==> src/rtl/life_pkg.sv <==
// rtl/life_pkg.sv - shared types and constants for the Life generation blocks
// Contents:
//   sched_state_t        generation scheduler state encoding
//   GEN_CNT_W            width of the completed-generation counter
//   DEFAULT_PERIOD       default run-mode generation period in cycles
//   DEFAULT_ACK_TIMEOUT  default cycles allowed for a bank compute acknowledge
package life_pkg;

    typedef enum logic [2:0] {
        S_IDLE,
        S_LOAD,
        S_COMPUTE,
        S_WAIT,
        S_STORE,
        S_FAULT
    } sched_state_t;

    localparam int GEN_CNT_W           = 16;
    localparam int DEFAULT_PERIOD      = 100000000;
    localparam int DEFAULT_ACK_TIMEOUT = 1024;

endpackage

==> src/rtl/life_period_timer.sv <==
// rtl/life_period_timer.sv - saturating run-mode period timer
// Ports:
//   clk      in   clock, rising edge
//   reset    in   synchronous, active-high
//   clear    in   restart the count from zero (generation start)
//   elapsed  out  registered; high once the count has saturated at PERIOD-1
module life_period_timer
    import life_pkg::*;
#(
    parameter int PERIOD = DEFAULT_PERIOD
) (
    input  logic clk,
    input  logic reset,
    input  logic clear,
    output logic elapsed
);

    localparam int              CNT_W = (PERIOD > 1) ? $clog2(PERIOD) : 1;
    localparam logic [CNT_W-1:0] LAST = CNT_W'(PERIOD - 1);

    logic [CNT_W-1:0] count;
    logic [CNT_W-1:0] count_next;

    always_comb begin
        count_next = (count == LAST) ? count : count + CNT_W'(1);
    end

    // elapsed tracks the value count is about to take, so it rises in the
    // same cycle the count reaches PERIOD-1 and run-mode starts land exactly
    // PERIOD cycles apart.
    always_ff @(posedge clk) begin
        if (reset || clear) begin
            count   <= '0;
            elapsed <= 1'b0;
        end else begin
            count   <= count_next;
            elapsed <= (count_next == LAST);
        end
    end

endmodule

==> src/rtl/life_gen_scheduler.sv <==
// rtl/life_gen_scheduler.sv - sequences one Life generation across the cell-array banks
// Ports:
//   clk, reset    clock and synchronous active-high reset
//   cmd_run       level, free-running generations paced by PERIOD
//   cmd_step      pulse, start one generation from IDLE
//   bank_ack      pulse, datapath finished computing bank pos (honoured in WAIT only)
//   write_array   load bank pos from memory into the array (LOAD)
//   run           compute pulse for bank pos (COMPUTE)
//   write_mem     store bank pos from the array to memory (STORE)
//   pos           current bank index
//   busy          high outside IDLE and FAULT
//   gen_done      one-cycle pulse in the first IDLE cycle after the final STORE
//   gen_count     completed generations, wraps
//   fault         sticky acknowledge-timeout flag, cleared only by reset
module life_gen_scheduler
    import life_pkg::*;
#(
    parameter int   NUM_BANKS   = 4,
    parameter int   PERIOD      = DEFAULT_PERIOD,
    parameter int   ACK_TIMEOUT = DEFAULT_ACK_TIMEOUT,
    localparam int  BANK_W      = (NUM_BANKS > 1) ? $clog2(NUM_BANKS) : 1
) (
    input  logic                 clk,
    input  logic                 reset,
    input  logic                 cmd_run,
    input  logic                 cmd_step,
    input  logic                 bank_ack,
    output logic                 write_array,
    output logic                 run,
    output logic                 write_mem,
    output logic [BANK_W-1:0]    pos,
    output logic                 busy,
    output logic                 gen_done,
    output logic [GEN_CNT_W-1:0] gen_count,
    output logic                 fault
);

    localparam int                WAIT_W    = (ACK_TIMEOUT > 1) ? $clog2(ACK_TIMEOUT) : 1;
    localparam logic [WAIT_W-1:0] WAIT_LAST = WAIT_W'(ACK_TIMEOUT - 1);
    localparam logic [BANK_W-1:0] LAST_POS  = BANK_W'(NUM_BANKS - 1);

    sched_state_t      state;
    logic [WAIT_W-1:0] wait_cnt;
    logic              period_elapsed;
    logic              start;

    // cmd_step wins over run mode; either way exactly one generation starts.
    assign start = (state == S_IDLE) && (cmd_step || (cmd_run && period_elapsed));

    life_period_timer #(
        .PERIOD (PERIOD)
    ) u_period_timer (
        .clk     (clk),
        .reset   (reset),
        .clear   (start),
        .elapsed (period_elapsed)
    );

    always_ff @(posedge clk) begin
        if (reset) begin
            state     <= S_IDLE;
            pos       <= '0;
            wait_cnt  <= '0;
            gen_count <= '0;
            gen_done  <= 1'b0;
        end else begin
            gen_done <= 1'b0;
            case (state)
                S_IDLE: begin
                    if (start) begin
                        state <= S_LOAD;
                        pos   <= '0;
                    end
                end
                S_LOAD: begin
                    state <= S_COMPUTE;
                end
                S_COMPUTE: begin
                    state    <= S_WAIT;
                    wait_cnt <= '0;
                end
                S_WAIT: begin
                    // An ack in the last allowed cycle still counts.
                    if (bank_ack) begin
                        state <= S_STORE;
                    end else if (wait_cnt == WAIT_LAST) begin
                        state <= S_FAULT;
                    end else begin
                        wait_cnt <= wait_cnt + WAIT_W'(1);
                    end
                end
                S_STORE: begin
                    if (pos == LAST_POS) begin
                        state     <= S_IDLE;
                        pos       <= '0;
                        gen_count <= gen_count + GEN_CNT_W'(1);
                        gen_done  <= 1'b1;
                    end else begin
                        state <= S_LOAD;
                        pos   <= pos + BANK_W'(1);
                    end
                end
                S_FAULT: begin
                    state <= S_FAULT;
                end
                default: begin
                    state <= S_IDLE;
                end
            endcase
        end
    end

    // Strobes are pure decodes of the registered state, so they are mutually
    // exclusive and vanish the cycle after a reset edge.
    assign write_array = (state == S_LOAD);
    assign run         = (state == S_COMPUTE);
    assign write_mem   = (state == S_STORE);
    assign busy        = (state != S_IDLE) && (state != S_FAULT);
    assign fault       = (state == S_FAULT);

endmodule

==> config.mk <==
export PLATFORM = sky130hd
export DESIGN_NAME = life_gen_scheduler
export DESIGN_NICKNAME = d
export VERILOG_FILES = /design/src/rtl/life_pkg.sv /design/src/rtl/life_period_timer.sv /design/src/rtl/life_gen_scheduler.sv
export SDC_FILE = /design/constraint.sdc
export NUM_CORES = 1
export LEC_CHECK = 0
export ABC_CLOCK_PERIOD_IN_PS = 2600
export CORE_ASPECT_RATIO = 1.4
export CORE_UTILIZATION = 51
export DETAILED_ROUTE_END_ITERATION = 12
export PLACE_DENSITY = 0.72
export SLEW_MARGIN = 15
export SYNTH_ARGS = -nofsm -noshare
export SYNTH_HDL_FRONTEND = slang
export SYNTH_SLANG_ARGS = --single-unit
==> constraint.sdc <==
create_clock -name clk -period 2.6 [get_ports clk]
set_clock_uncertainty 0.05 [all_clocks]
set_input_delay 0.65 -clock clk [delete_from_list [all_inputs] [get_ports clk]]
set_output_delay 0.65 -clock clk [all_outputs]
set_load 0.05 [all_outputs]
# --- Word level (Yosys, flattened, before mapping) ---
# Index checks and enable logic that the tools add are counted.
word_totals:
  elab_cells: 53
  register_bits: 60
classes:
  bitwise: 1
  n_addsub: 4
  muxes: 13
  eq_ne: 14
  n_reduce_logical: 14
ops:
  columns: ["cell", "count"]
  rows:
  - ["$eq A27 B27 Y1 const B", 2]
  - ["$add A27 B1 Y27 const B", 1]
  - ["$mux W27", 1]
  - ["$mux W10", 2]
  - ["$pmux W10 S2", 1]
  - ["$pmux W3 S6", 1]
  - ["$add A16 B1 Y16 const B", 1]
  - ["$add A10 B1 Y10 const B", 1]
  - ["$eq A10 B10 Y1 const B", 1]
  - ["$mux W3", 3]
  - ["$eq A3 B2 Y1 const B", 2]
  - ["$eq A3 B3 Y1 const B", 2]
  - ["$ne A3 B3 Y1 const B", 2]
  - ["$reduce_and A2 Y1", 3]
  - ["$mux W2", 2]
  - ["$ne A2 B2 Y1 const B", 2]
  - ["$pmux W2 S2", 1]
  - ["$reduce_bool A2 Y1", 2]
  - ["$eq A3 B1 Y1 const B", 1]
  - ["$logic_and A1 B1 Y1", 3]
  - ["$logic_not A3 Y1", 1]
  - ["$reduce_and A3 Y1", 1]
  - ["$reduce_bool A3 Y1", 1]
  - ["$add A2 B1 Y2 const B", 1]
  - ["6 further kinds", 8]

# --- Logic depth before layout (Yosys ltp) ---
# Gate-level depths: netlist of the first run.
logic_depth:
  ltp_word: 5
  mapped_depth: 9

# --- By module ---
# From an unflattened synthesis of the first run, not the netlist that was laid out.
unflattened:
  cells_unflattened: 391
  hier_area_um2: 3230.6
modules_own_cells:
  columns: ["module", "cells_per_inst", "instances", "seq_area_each_um2", "area_each_um2"]
  rows:
  - ["life_gen_scheduler", 201, 1, 640.6, 1649.1]
  - ["life_period_timer", 190, 1, 560.5, 1581.5]

# --- Worst setup path after synthesis of the first run ---
# No wires, ideal clock.
synth_timing:
  path_kind: "flip-flop to flip-flop"
  start: "register state[0]"
  end: "register wait_cnt[6]"
  period_less_slack_ns: 2.970
  t_arrival_ns: 2.805
  t_required_ns: 2.435
  setup_slack_ns: -0.370
  setup_ns: 0.115
  stages_incl_launch_ff: 7
  path_buffers: 1
  cell_sequence: "dfxtp_1 > clkbuf_1 > nor3b_1 > nor2_1 > or4b_1 > xor2_1 > nor2_1"
synth_via:
  elab_chain_cells: 3
synth_lines:
  columns: ["element", "line", "text"]
  rows:
  - ["from (decl)", "life_gen_scheduler.sv:42", "sched_state_t state;"]
  - ["from (signal assigned)", "life_gen_scheduler.sv:61", "state <= S_IDLE;"]
  - ["from (signal assigned)", "life_gen_scheduler.sv:71", "state <= S_LOAD;"]
  - ["from (signal assigned)", "life_gen_scheduler.sv:76", "state <= S_COMPUTE;"]
  - ["$eq A3 B2 Y1 *", null, null]
  - ["named net run", "life_gen_scheduler.sv:29", "output logic run,"]
  - ["$reduce_bool A2 Y1 (no line)", null, null]
  - ["$reduce_and A3 Y1 (no line)", null, null]
  - ["to (signal assigned)", "life_gen_scheduler.sv:89", "wait_cnt <= wait_cnt + WAIT_W'(1);"]
  - ["to (decl)", "life_gen_scheduler.sv:43", "logic [WAIT_W-1:0] wait_cnt;"]
# The timed path passes the listed nets; every way through them passes the cells marked *.
# A chain may end at the register's enable or synchronous reset.

# --- Final worst setup path of the first run ---
layout_timing:
  start: "register u_period_timer.count[20]"
  end: "register u_period_timer.elapsed"
layout_via:
  elab_chain_cells: 3
layout_lines:
  columns: ["element", "line", "text"]
  rows:
  - ["from (decl)", "life_period_timer.sv:21", "logic [CNT_W-1:0] count;"]
  - ["from (signal assigned)", "life_period_timer.sv:36", "count <= count_next;"]
  - ["$add A27 B1 Y27 or $eq A27 B27 Y1 (tied branches)", "life_period_timer.sv:25", "count_next = (count == LAST) ? count : count + CNT_W'(1);"]
  - ["$mux W27 *", "life_period_timer.sv:25", null]
  - ["$eq A27 B27 Y1 *", "life_period_timer.sv:37", "elapsed <= (count_next == LAST);"]
  - ["to (signal assigned)", "life_period_timer.sv:37", null]
  - ["to (decl)", "life_period_timer.sv:15", "output logic elapsed"]
# Every way passes the cells marked *; elsewhere a longest branch is shown, timed or not.

==> results of run 1 <==
## flip-flops by register name, indices dropped and copies added, names as in the netlist
| register | flops |
|---|---|
| gen_count | 16 |
| gen_done | 1 |
| wait_cnt | 10 |
| u_period_timer.count | 27 |
| state | 3 |
| u_period_timer.elapsed | 1 |
| pos | 2 |
## cell usage in the layout (no fill, tap or decap), types with 4 or more instances in the layout
master and count:
nor2_1 60, nor3_1 11, mux2i_1 4, dfxtp_1 60, a21oi_1 16, xor2_1 23
ha_1 4, nand2_1 25, buf_4 32, nand3_1 22, clkbuf_8 10, and4_1 8
o21ai_0 10, clkdlybuf4s50_1 23, or3_1 8, inv_1 5, xnor2_1 19, nand4_1 15
nor3b_1 4, and3_1 8, o211ai_1 4, clkinvlp_4 4
## synth_stat cells, types with 2 or more instances
master,instances,area share
o2111ai_1,2,0.0058
and3_1,8,0.016
nand2_1,25,0.031
nor3_1,11,0.018
nand3_1,22,0.036
xor2_1,23,0.066
a21oi_1,16,0.026
and4_1,8,0.023
or3_1,8,0.016
o211ai_1,4,0.0099
nor4_1,3,0.0062
clkbuf_1,11,0.014
nand4_1,15,0.031
ha_1,4,0.016
a31oi_1,3,0.0062
nand2b_1,3,0.0062
dfxtp_1,60,0.40
inv_1,5,0.0062
a211oi_1,2,0.0049
nor4bb_1,2,0.0066
nor2_1,60,0.074
buf_2,5,0.0082
nor3b_1,5,0.012
nor2b_1,3,0.0062
xnor2_1,19,0.055
mux2i_1,4,0.013
a22oi_1,2,0.0049
o21ai_0,10,0.016
## cells by family after synthesis
family | after synthesis | synth area share
flops | 60 | 0.396
simple gates | 183 | 0.316
mux | 4 | 0.0132
fa+ha+maj | 4 | 0.0165
xor+xnor | 42 | 0.121
compound gates | 46 | 0.101
buf+inv | 25 | 0.0371
## area by class of cell
class | instances | area (sq um) | share of cell area
multi-input cells | 279 | 1730 | 0.466
flip-flops and latches | 60 | 1200 | 0.323
repair buffers | 57 | 503 | 0.135
clock buffers | 10 | 138 | 0.0370
well taps | 68 | 85.1 | 0.0229
clock inverters | 6 | 40.0 | 0.0108
inverters | 5 | 18.8 | 0.00505
## power by group
part	internal [W]	switching, W	leakage (nW)
clock	0.000367	0.000373	0.0803
combinational	0.0000557	0.0000857	0.764
sequential	0.000927	0.00000727	0.484
## stage by stage
step	util	total power [W]	hold slack, ns	instances
after floorplan	-	0.00104	0.404	364
after global placement	0.630	0.00110	0.415	469
after detailed placement	0.630	0.00110	0.424	469
after CTS	0.662	0.00184	0.434	485
after global routing	0.663	0.00190	0.457	485
final	0.663	0.00182	0.436	485
## per-layer routing
metal | GRT usage | vias up | share of wire
met5 | 0 | - | 0
met4 | 0.117 | 0 | 0.030
met3 | 0.0646 | 14 | 0.041
met2 | 0.370 | 67 | 0.49
met1 | 0.282 | 1250 | 0.44
li1 | - | 1384 | -
## how the worst max path moves through the flow
stage                             startpoint                endpoint
global route        u_period_timer.count[20]  u_period_timer.elapsed
CTS                                 state[0]                    busy
global placement                    bank_ack             wait_cnt[5]
floorplan                           state[2]                   fault
finish              u_period_timer.count[20]  u_period_timer.elapsed
detailed placement                  bank_ack             wait_cnt[5]
## worst register-to-register path, cell delays in order (launching register included)
cell	delay, ns
dfxtp_1	0.37
nor4bb_2	0.31
buf_4	0.17
nand3_1	0.15
or4_4	0.53
a2111oi_4	0.37
nand3_1	0.13
nor4b_2	0.27
## timing repair
action | CTS | global route
setup endpoints to repair | 0 | 2
hold buffers | 0 | 0
gates resized for setup | 0 | 2
==> results.md, run 1 <==
* Run status: complete, no violations
* Prevailing post-synth register cell: dfxtp_1
* Final Hold Violating Endpoints at 0
* Clock Sinks at 60
* Die X at 67.2 um
* Row count at 32
* WL/cell at 13.7 um
* Maximum clock rate at 0.411 GHz
* Critical path type: flip-flop to flip-flop
* Final period util at 0.937
* CP max stage cell: or4_4
* Initial Utilization at 0.542
* Yosys reg bits at 60
* DP HPWL at 4890 um
* Worst-path fanout max at 6
* Pwr/cell area at 488 nW/um^2
* Crit path top cell by count: nand3_1
* Hold EP: wait_cnt[9]
* Mean area per synthesized cell at around 8.3 sq um
* Unrepaired setup endpoints after global routing: false
* FF-to-FF Start: u_period_timer.count[20]
* EDFF count, synth at 0
* Slew Viols, Final at 0
* CP Data Required Time at 2.80 ns
* Crit path depth at 7
* Place WS at about 0.10 ns
* Worst slew margin at 0.657
* First-pass GRT wire length at 11,000 um
* Slew of the pin with the lowest slew margin at roughly 0.51 ns
* Total congestion overflow at 0
* Drc violations at 0
* Type of origin of the critical path: flip-flop
* Routed vias at 2,715
* Static Leak at around 1.3 nW
* Drt first pass iters at 4
* DRT iter0 DRCs at 220
* Async SR Flop Fraction at 0
* Root Driver: clkbuf_8
* Clock Tree Buf Depth at 2
* Post-Syn Nets at 373
* Crit path capture type: flip-flop
* Fin nets at between 400 and 500
* Worst-Skew Late Latency at between 0.3 and 0.4 ns
* Clk slew on worst S/H paths at 0.07 ns
* HP Start: wait_cnt[9]
* Layout fillers at about 500
* Total wire length at 6630 um
* R2R depth at 7
* Final setup margin at 0.164 ns
* Max-cap viol count at 0
* Crit path time final at 2.44 ns
* Area delta synth->final at 22.5%
* Core area at 5610 sq um
* Crit Reg-Reg Endpoint: u_period_timer.elapsed
* Io pins at 29
* # port buffers at 28
* Die area at around 6300 sq um
* H-tree depth at 3
* Pin count of the biggest net entering global routing at 26
* Post-route ant nets at 0
* Ys Warns at 0
* Hold path cells at 2
* Post-synthesis sequential area ratio at 0.396
* Worst path max stage delay at between 0.5 and 0.6 ns
* Post-Synthesis Cells at 364
* Top cell family by delay on the critical path: simple AND/OR/NAND/NOR gates
* Vias per std cell at 5.60
* Die Y at 93.3 um
* Mapped Area at 3040 sq um
* CTS Buf Count at 9
* HP Class: flip-flop to flip-flop
* Vias in the first global route at about 2,400
* Maximum vdd drop at 0.000390 V
* GPL Wtd Cong at 0.871
* Total GRT Usage at 0.233
* TritonCTS clock tree: yes
* Worst-path cell chain: nor4bb_2 -> buf_4 -> nand3_1 -> or4_4 -> a2111oi_4 -> nand3_1 -> nor4b_2
* Share of cells above drive strength 1 at 0.139
* Fin Setup TNS at 0 ns
* R2r setup slk at between 0.15 and 0.2 ns
* Placed cell areas at 3530 sq um
* Final Setup Violations at 0
* Fin area at ~3700 sq um
* Antenna violations before repair at 0
* Critical path buffers and inverters at 1
* Number of library cell types mapped by synthesis at 49
* WP data arrival at 2.64 ns
* N_diodes at 0
* Post-CTS Setup Bufs at 0
(Power assumes the default switching activity.)
==> inputs of run 2 (changes only) <==
--- a/config.mk
+++ b/config.mk
@@ -5,11 +5,11 @@
 export SDC_FILE = /design/constraint.sdc
 export NUM_CORES = 1
 export LEC_CHECK = 0
-export ABC_CLOCK_PERIOD_IN_PS = 2600
+export ABC_CLOCK_PERIOD_IN_PS = 2400
 export CORE_ASPECT_RATIO = 1.4
-export CORE_UTILIZATION = 51
+export CORE_UTILIZATION = 27
 export DETAILED_ROUTE_END_ITERATION = 12
-export PLACE_DENSITY = 0.72
+export PLACE_DENSITY = 0.41
 export SLEW_MARGIN = 15
 export SYNTH_ARGS = -nofsm -noshare
 export SYNTH_HDL_FRONTEND = slang
==> constraint.sdc (replaced) <==
create_clock -name clk -period 2.4 [get_ports clk]
set_clock_uncertainty 0.05 [all_clocks]
set_input_delay 0.6 -clock clk [delete_from_list [all_inputs] [get_ports clk]]
set_output_delay 0.6 -clock clk [all_outputs]
set_load 0.05 [all_outputs]
==> run 2 against run 1 <==
Net effect:
- via count is 1.4% lower
- final area is 9.1% higher
- worst hold slack worse by 0.0070 ns
- core utilization is 29 points lower
- first-iteration DRC count is 74% lower
- largest cell class unchanged
==> results.md, run 2 (synthesized netlist as in run 1, its figures left out) <==
* Run status: complete, no violations
* WP data arrival at 1.59 ns (-1.05 ns)
* Crit path capture type: output port
* Type of origin of the critical path: flip-flop
* Maximum clock rate at 0.446 GHz
* Power share of the sequential group at 0.430 (-0.085)
* Internal power at 0.00185 W (+37%)
* Hold path cells at 2 (unchanged)
* Share of cells above drive strength 1 at 0.178 (+0.0393)
* Top cell family by delay on the critical path: buffers and inverters
* Pin count of the biggest net entering global routing at 28 (+7.7%)
* Clk slew on worst S/H paths at 0.05 ns (-0.02 ns)
* DP HPWL at 5430 um (+11%)
* Total congestion overflow at 0 (unchanged)
* Initial Utilization at 0.279 (-0.262)
* Vias in the first global route at 2,624 (+7.4%)
* # port buffers at 28 (unchanged)
* CTS Buf Count at 9 (unchanged)
* Fin nets at 432 (+2.6%)
* R2R depth at 7 (unchanged)
* Switching power of the nets at 0.000529 W (+14%)
* Pwr/cell area at 586 nW/um^2 (+20%)
* N_diodes at 0 (unchanged)
* CP startpoint: gen_count[8]
* Max-cap viol count at 0 (unchanged)
* Post-CTS Setup Bufs at 0 (unchanged)
* R2r setup slk at 0.20 ns (+0.04 ns)
* CP Data Required Time at 1.75 ns (-1.05 ns)
* Power share of the combinational group at 0.068 (-0.010)
* Critical path buffers and inverters at 1 (unchanged)
* Biggest register: u_period_timer.count
* Leading cell types in the layout, fill and taps excluded: nor2_1 (59), dfxtp_1 (57), buf_4 (41)
* Root Driver: clkbuf_16
* Die X at 91.6 um (+36%)
* Final Hold Violating Endpoints at 0 (unchanged)
* Unrepaired setup endpoints after global routing: false
* Post-route ant nets at 0 (unchanged)
* Io pins at 29 (unchanged)
* Final Util at 0.373 (-0.290)
* Slew Viols, Final at 0 (unchanged)
* Worst-path fanout max at 6 (unchanged)
* Slew of the pin with the lowest slew margin at 0.501 ns (-0.0124 ns)
* Crit path depth at 1 (-6)
* First-pass GRT wire length at 12,500 um (+13%)
* CP max stage cell: clkdlybuf4s50_1
* Worst-Skew Late Latency at 0.33 ns (about the same)
* Final period util at 0.935
* Antenna violations before repair at 0 (unchanged)
* Clock Sinks at 60 (unchanged)
* Area delta synth->final at 33.7%
* DRT iter0 DRCs at 58 (-74%)
* Crit path time final at 2.24 ns
* Largest registers: u_period_timer.count (27), gen_count (16), wait_cnt (10)
* Row count at 45 (+41%)
* Min Hold Slack at 0.429 ns (-0.00703 ns)
* Total wire length at 7460 um (+12%)
* Worst path max stage delay at 0.84 ns (+0.31 ns)
* Clock Tree Buf Depth at 2 (unchanged)
* HP Class: flip-flop to flip-flop
* HP Start: wait_cnt[9]
* WL/cell at 13.1 um (-3.8%)
* GPL Wtd Cong at 0.796 (-8.6%)
* Total GRT Usage at 0.137 (-0.0959)
* Drt first pass iters at 5 (+1)
* Power share of the clock group at 0.502 (+0.095)
* Die Y at 127 um (+37%)
* Final Setup Violations at 0 (unchanged)
* Largest register FFs at 27 (unchanged)
* Crit Reg-Reg Endpoint: u_period_timer.elapsed
* Worst slew margin at 0.665 (+0.00778)
* Placed cell areas at 3770 sq um (+6.7%)
* Hold_buf cts at 0 (unchanged)
* Routed vias at 2,676 (-1.4%)
* TritonCTS clock tree: yes
* Worst Setup EP: gen_count[8]
* Most common cell after layout, fill and taps aside: nor2_1
* Vias per std cell at 4.72 (-16%)
* Sw Ratio at 0.223 (-0.0340)
* Fin area at 4060 sq um (+9.1%)
* Static Leak at 1.44 nW (+8.1%)
* Critical path type: flip-flop to output port
* Maximum vdd drop at 0.000296 V (-24%)
* H-tree depth at 3 (unchanged)
* Layout fillers at 1,133 (+130%)
* Core area at 10,900 sq um (+94%)
* Die area at 11,700 sq um (+86%)
* Worst-path cell chain: clkdlybuf4s50_1
* FF-to-FF Start: u_period_timer.count[1]
* Drc violations at 0 (unchanged)
run 2: metrics by stage:
stage          setup slack [ns]  instances  total power (W)  TNS, ns
2_1_floorplan           -0.0212        364          0.00114  -0.0212
3_3_place_gp            -0.0513        553          0.00121   -0.106
3_5_place_dp            -0.0519        553          0.00121   -0.106
4_1_cts                  0.0645        567          0.00243        0
5_1_grt                  0.0102        567          0.00247        0
6_report                  0.156        567          0.00238        0
run 2: repair_timing:
action	in CTS	in global routing
hold endpoints to repair	0	0
resized for setup	0	5
endpoints found under the setup margin	0	3
run 2: per-layer routing:
layer / vias up / wire length, um / GRT usage
li1: 1397 / - / -
met1: 1224 / 3300 / 0.152
met2: 43 / 3710 / 0.240
met3: 12 / 225 / 0.0304
met4: 0 / 222 / 0.0803
met5: - / 0 / 0
run 2: worst min path at each step:
stage / end / slack, ns
6_report: wait_cnt[9] / 0.43
4_1_cts: wait_cnt[9] / 0.43
3_5_place_dp: wait_cnt[9] / 0.42
2_1_floorplan: wait_cnt[9] / 0.40
3_3_place_gp: wait_cnt[9] / 0.42
5_1_grt: wait_cnt[9] / 0.46
run 2: power groups by stage:
stage          registers, W  logic [W]  clock network, W
2_1_floorplan       0.00104  0.0000994                 0
3_3_place_gp        0.00104   0.000165                 0
3_5_place_dp        0.00104   0.000165                 0
4_1_cts             0.00102   0.000166           0.00125
5_1_grt             0.00102   0.000177           0.00127
6_report            0.00102   0.000162           0.00119
run 2: area by class of cell:
cell class | instances | area, sq um | share of cell area
inverters | 5 | 18.8 | 0.00463
clock inverters | 1 | 7.51 | 0.00185
multi-input cells | 279 | 1760 | 0.434
flip-flops and latches | 60 | 1200 | 0.297
well taps | 141 | 176 | 0.0435
clock buffers | 13 | 270 | 0.0666
repair buffers | 68 | 618 | 0.152
==> inputs of run 3 (changes only) <==
--- a/config.mk
+++ b/config.mk
@@ -9,7 +9,7 @@
 export CORE_ASPECT_RATIO = 1.4
 export CORE_UTILIZATION = 27
 export DETAILED_ROUTE_END_ITERATION = 12
-export PLACE_DENSITY = 0.41
+export PLACE_DENSITY = 0.53
 export SLEW_MARGIN = 15
 export SYNTH_ARGS = -nofsm -noshare
 export SYNTH_HDL_FRONTEND = slang
==> run 3 against run 2 <==
Net effect:
- routed wire length shrank 1.9%
- register-to-register slack lost 0.07 ns
- worst setup slack lost 0.030 ns
- critical path depth grew 6
- maximum frequency shrank 1.3%
- core utilization shrank 0.10 points
- worst hold slack gained 0.024 ns
- sequential share of layout area grew 0.11 points
- final area shrank 0.28%
- combinational power shrank 5%
- highest routed layer unchanged
==> results.md, run 3 (synthesized netlist as in run 1, its figures left out) <==
* Total GRT Usage at 0.135 (-0.00230)
* # port buffers at 28 (unchanged)
* Slew of the pin with the lowest slew margin at 0.550 ns (+0.0487 ns)
* Fin nets at 427 (-1.2%)
* DRT iter0 DRCs at 67 (+16%)
* Crit path time final at 2.27 ns (+0.0304 ns)
* Hold_buf cts at 0 (unchanged)
* Drt first pass iters at 4 (-1)
* Maximum clock rate at 0.440 GHz (-1.3%)
* Initial Utilization at 0.279 (unchanged)
* Drc violations at 0 (unchanged)
* Switching power of the nets at 0.000558 W (+5.4%)
* Io pins at 29 (unchanged)
* Post-route ant nets at 0 (unchanged)
* Clock Tree Buf Depth at 2 (unchanged)
* DP HPWL at 5290 um (-2.6%)
* Sw Ratio at 0.230 (+0.00709)
* Max-cap viol count at 0 (unchanged)
* Share of cells above drive strength 1 at 0.163 (-0.0153)
* CP Data Required Time at 2.59 ns (+0.84 ns)
* Final period util at 0.948 (+0.0127)
* GPL Wtd Cong at 0.805 (+1.1%)
* Final cell count without fillers at 564 (-0.53%)
* Root Driver: clkbuf_16
* Area delta synth->final at 33.3%
* Total congestion overflow at 0 (unchanged)
* Worst slew margin at 0.632 (-0.0326)
* Leading cell types in the layout, fill and taps excluded: nor2_1 (60), dfxtp_1 (58), buf_4 (35)
* CTS Buf Count at 9 (unchanged)
* Top cell family by delay on the critical path: simple AND/OR/NAND/NOR gates
* Power share of the sequential group at 0.422 (-0.008)
* Power share of the combinational group at 0.063 (-0.005)
* First-pass GRT wire length at 12,500 um (-0.17%)
* TritonCTS clock tree: yes
* Run status: complete, no violations
* Total wire length at 7320 um (-1.9%)
* Crit path capture type: flip-flop
* Post-cts sizing count at 0 (unchanged)
* Core area at 10,900 sq um (unchanged)
* WP data arrival at 2.47 ns (+0.88 ns)
* Slew Viols, Final at 0 (unchanged)
* Die X at 91.6 um (unchanged)
* Largest registers: u_period_timer.count (27), gen_count (16), wait_cnt (10)
* Pin count of the biggest net entering global routing at 26 (-7.1%)
* Most common cell after layout, fill and taps aside: nor2_1
* Vias in the first global route at 2,652 (+1.1%)
* Worst path max stage delay at 0.46 ns (-0.38 ns)
* Clk slew on worst S/H paths at 0.05 ns (about the same)
* HP Class: flip-flop to flip-flop
* H-tree depth at 3 (unchanged)
* Placed insts at 548 (-0.90%)
* Die Y at 127 um (unchanged)
* Worst-path fanout max at 4 (-2)
* WL/cell at 13.0 um (-1.3%)
* Type of origin of the critical path: flip-flop
* Maximum vdd drop at 0.000375 V (+27%)
* Min Hold Slack at 0.453 ns (+0.0235 ns)
* Final Setup Violations at 0 (unchanged)
* Row count at 45 (unchanged)
* Critical path buffers and inverters at 1 (unchanged)
* Critical path type: flip-flop to flip-flop
* Worst-path cell chain: nor4bb_4 -> buf_4 -> nand3_1 -> or4_4 -> a2111oi_4 -> nand3_1 -> nor4b_2
* Antenna violations before repair at 0 (unchanged)
* Static Leak at 1.42 nW (-1.2%)
* Pwr/cell area at 600 nW/um^2 (+2.4%)
* Vias per std cell at 4.83 (+2.3%)
* Final Hold Violating Endpoints at 0 (unchanged)
* Final Util at 0.372 (-0.00104)
* Crit path top cell by count: nand3_1
* Worst-Skew Late Latency at 0.33 ns (about the same)
* Largest register FFs at 27 (unchanged)
* Clock Sinks at 60 (unchanged)
* Die area at 11,700 sq um (unchanged)
* CP max stage cell: or4_4
* Internal power at 0.00187 W (+1.2%)
* Fin Setup TNS at 0 ns (unchanged)
* Routed vias at 2,724 (+1.8%)
* Biggest register: u_period_timer.count
* Power share of the clock group at 0.515 (+0.013)
* N_diodes at 0 (unchanged)
* Post-CTS Setup Bufs at 0 (unchanged)
## run 3: through the flow
step / worst slack, ns / instance area (sq um) / total power (W)
floorplan: -0.0212 / 3070 / 0.00114
global placement: -0.0169 / 3740 / 0.00120
detailed placement: -0.0493 / 3740 / 0.00120
CTS: 0.0231 / 4030 / 0.00248
global route: -0.0188 / 4050 / 0.00253
finish: 0.126 / 4050 / 0.00243
## run 3: power by group through the flow
stage	clock network (W)	registers [W]	logic, W
final	0.00125	0.00102	0.000154
after global routing	0.00134	0.00103	0.000170
after floorplan	0	0.00104	0.0000994
after global placement	0	0.00104	0.000155
after CTS	0.00130	0.00102	0.000155
after detailed placement	0	0.00105	0.000155
## run 3: layout make-up
type | instances | area (sq um)
clock buffers | 11 | 233
clock inverters | 5 | 52.6
fillers | 1127 | 6820
inverters | 5 | 18.8
multi-input cells | 279 | 1770
flip-flops and latches | 60 | 1210
well taps | 141 | 176
repair buffers | 63 | 593
## run 3: layer usage
| metal | GRT usage | wire [um] | up-vias | part of all wire |
|---|---|---|---|---|
| met5 | 0 | 0 | - | 0 |
| met4 | 0.0738 | 178 | 0 | 0.024 |
| met3 | 0.0262 | 194 | 12 | 0.027 |
| met2 | 0.235 | 3690 | 42 | 0.50 |
| met1 | 0.154 | 3260 | 1273 | 0.45 |
| li1 | - | - | 1397 | - |
## run 3: worst paths after layout
path	slack [ns]	depth (start not counted)	startpoint	end
min	0.45	2	wait_cnt[9]	wait_cnt[9]
max reg2reg	0.13	7	u_period_timer.count[19]	u_period_timer.elapsed
max	0.13	7	u_period_timer.count[19]	u_period_timer.elapsed
min reg2reg	0.45	2	wait_cnt[9]	wait_cnt[9]
## run 3: worst reg2reg max path: stages, from the launching register on
cell and delay [ns]:
dfxtp_1 0.37, nor4bb_4 0.31, buf_4 0.17, nand3_1 0.09, or4_4 0.46, a2111oi_4 0.35, nand3_1 0.16, nor4b_2 0.22
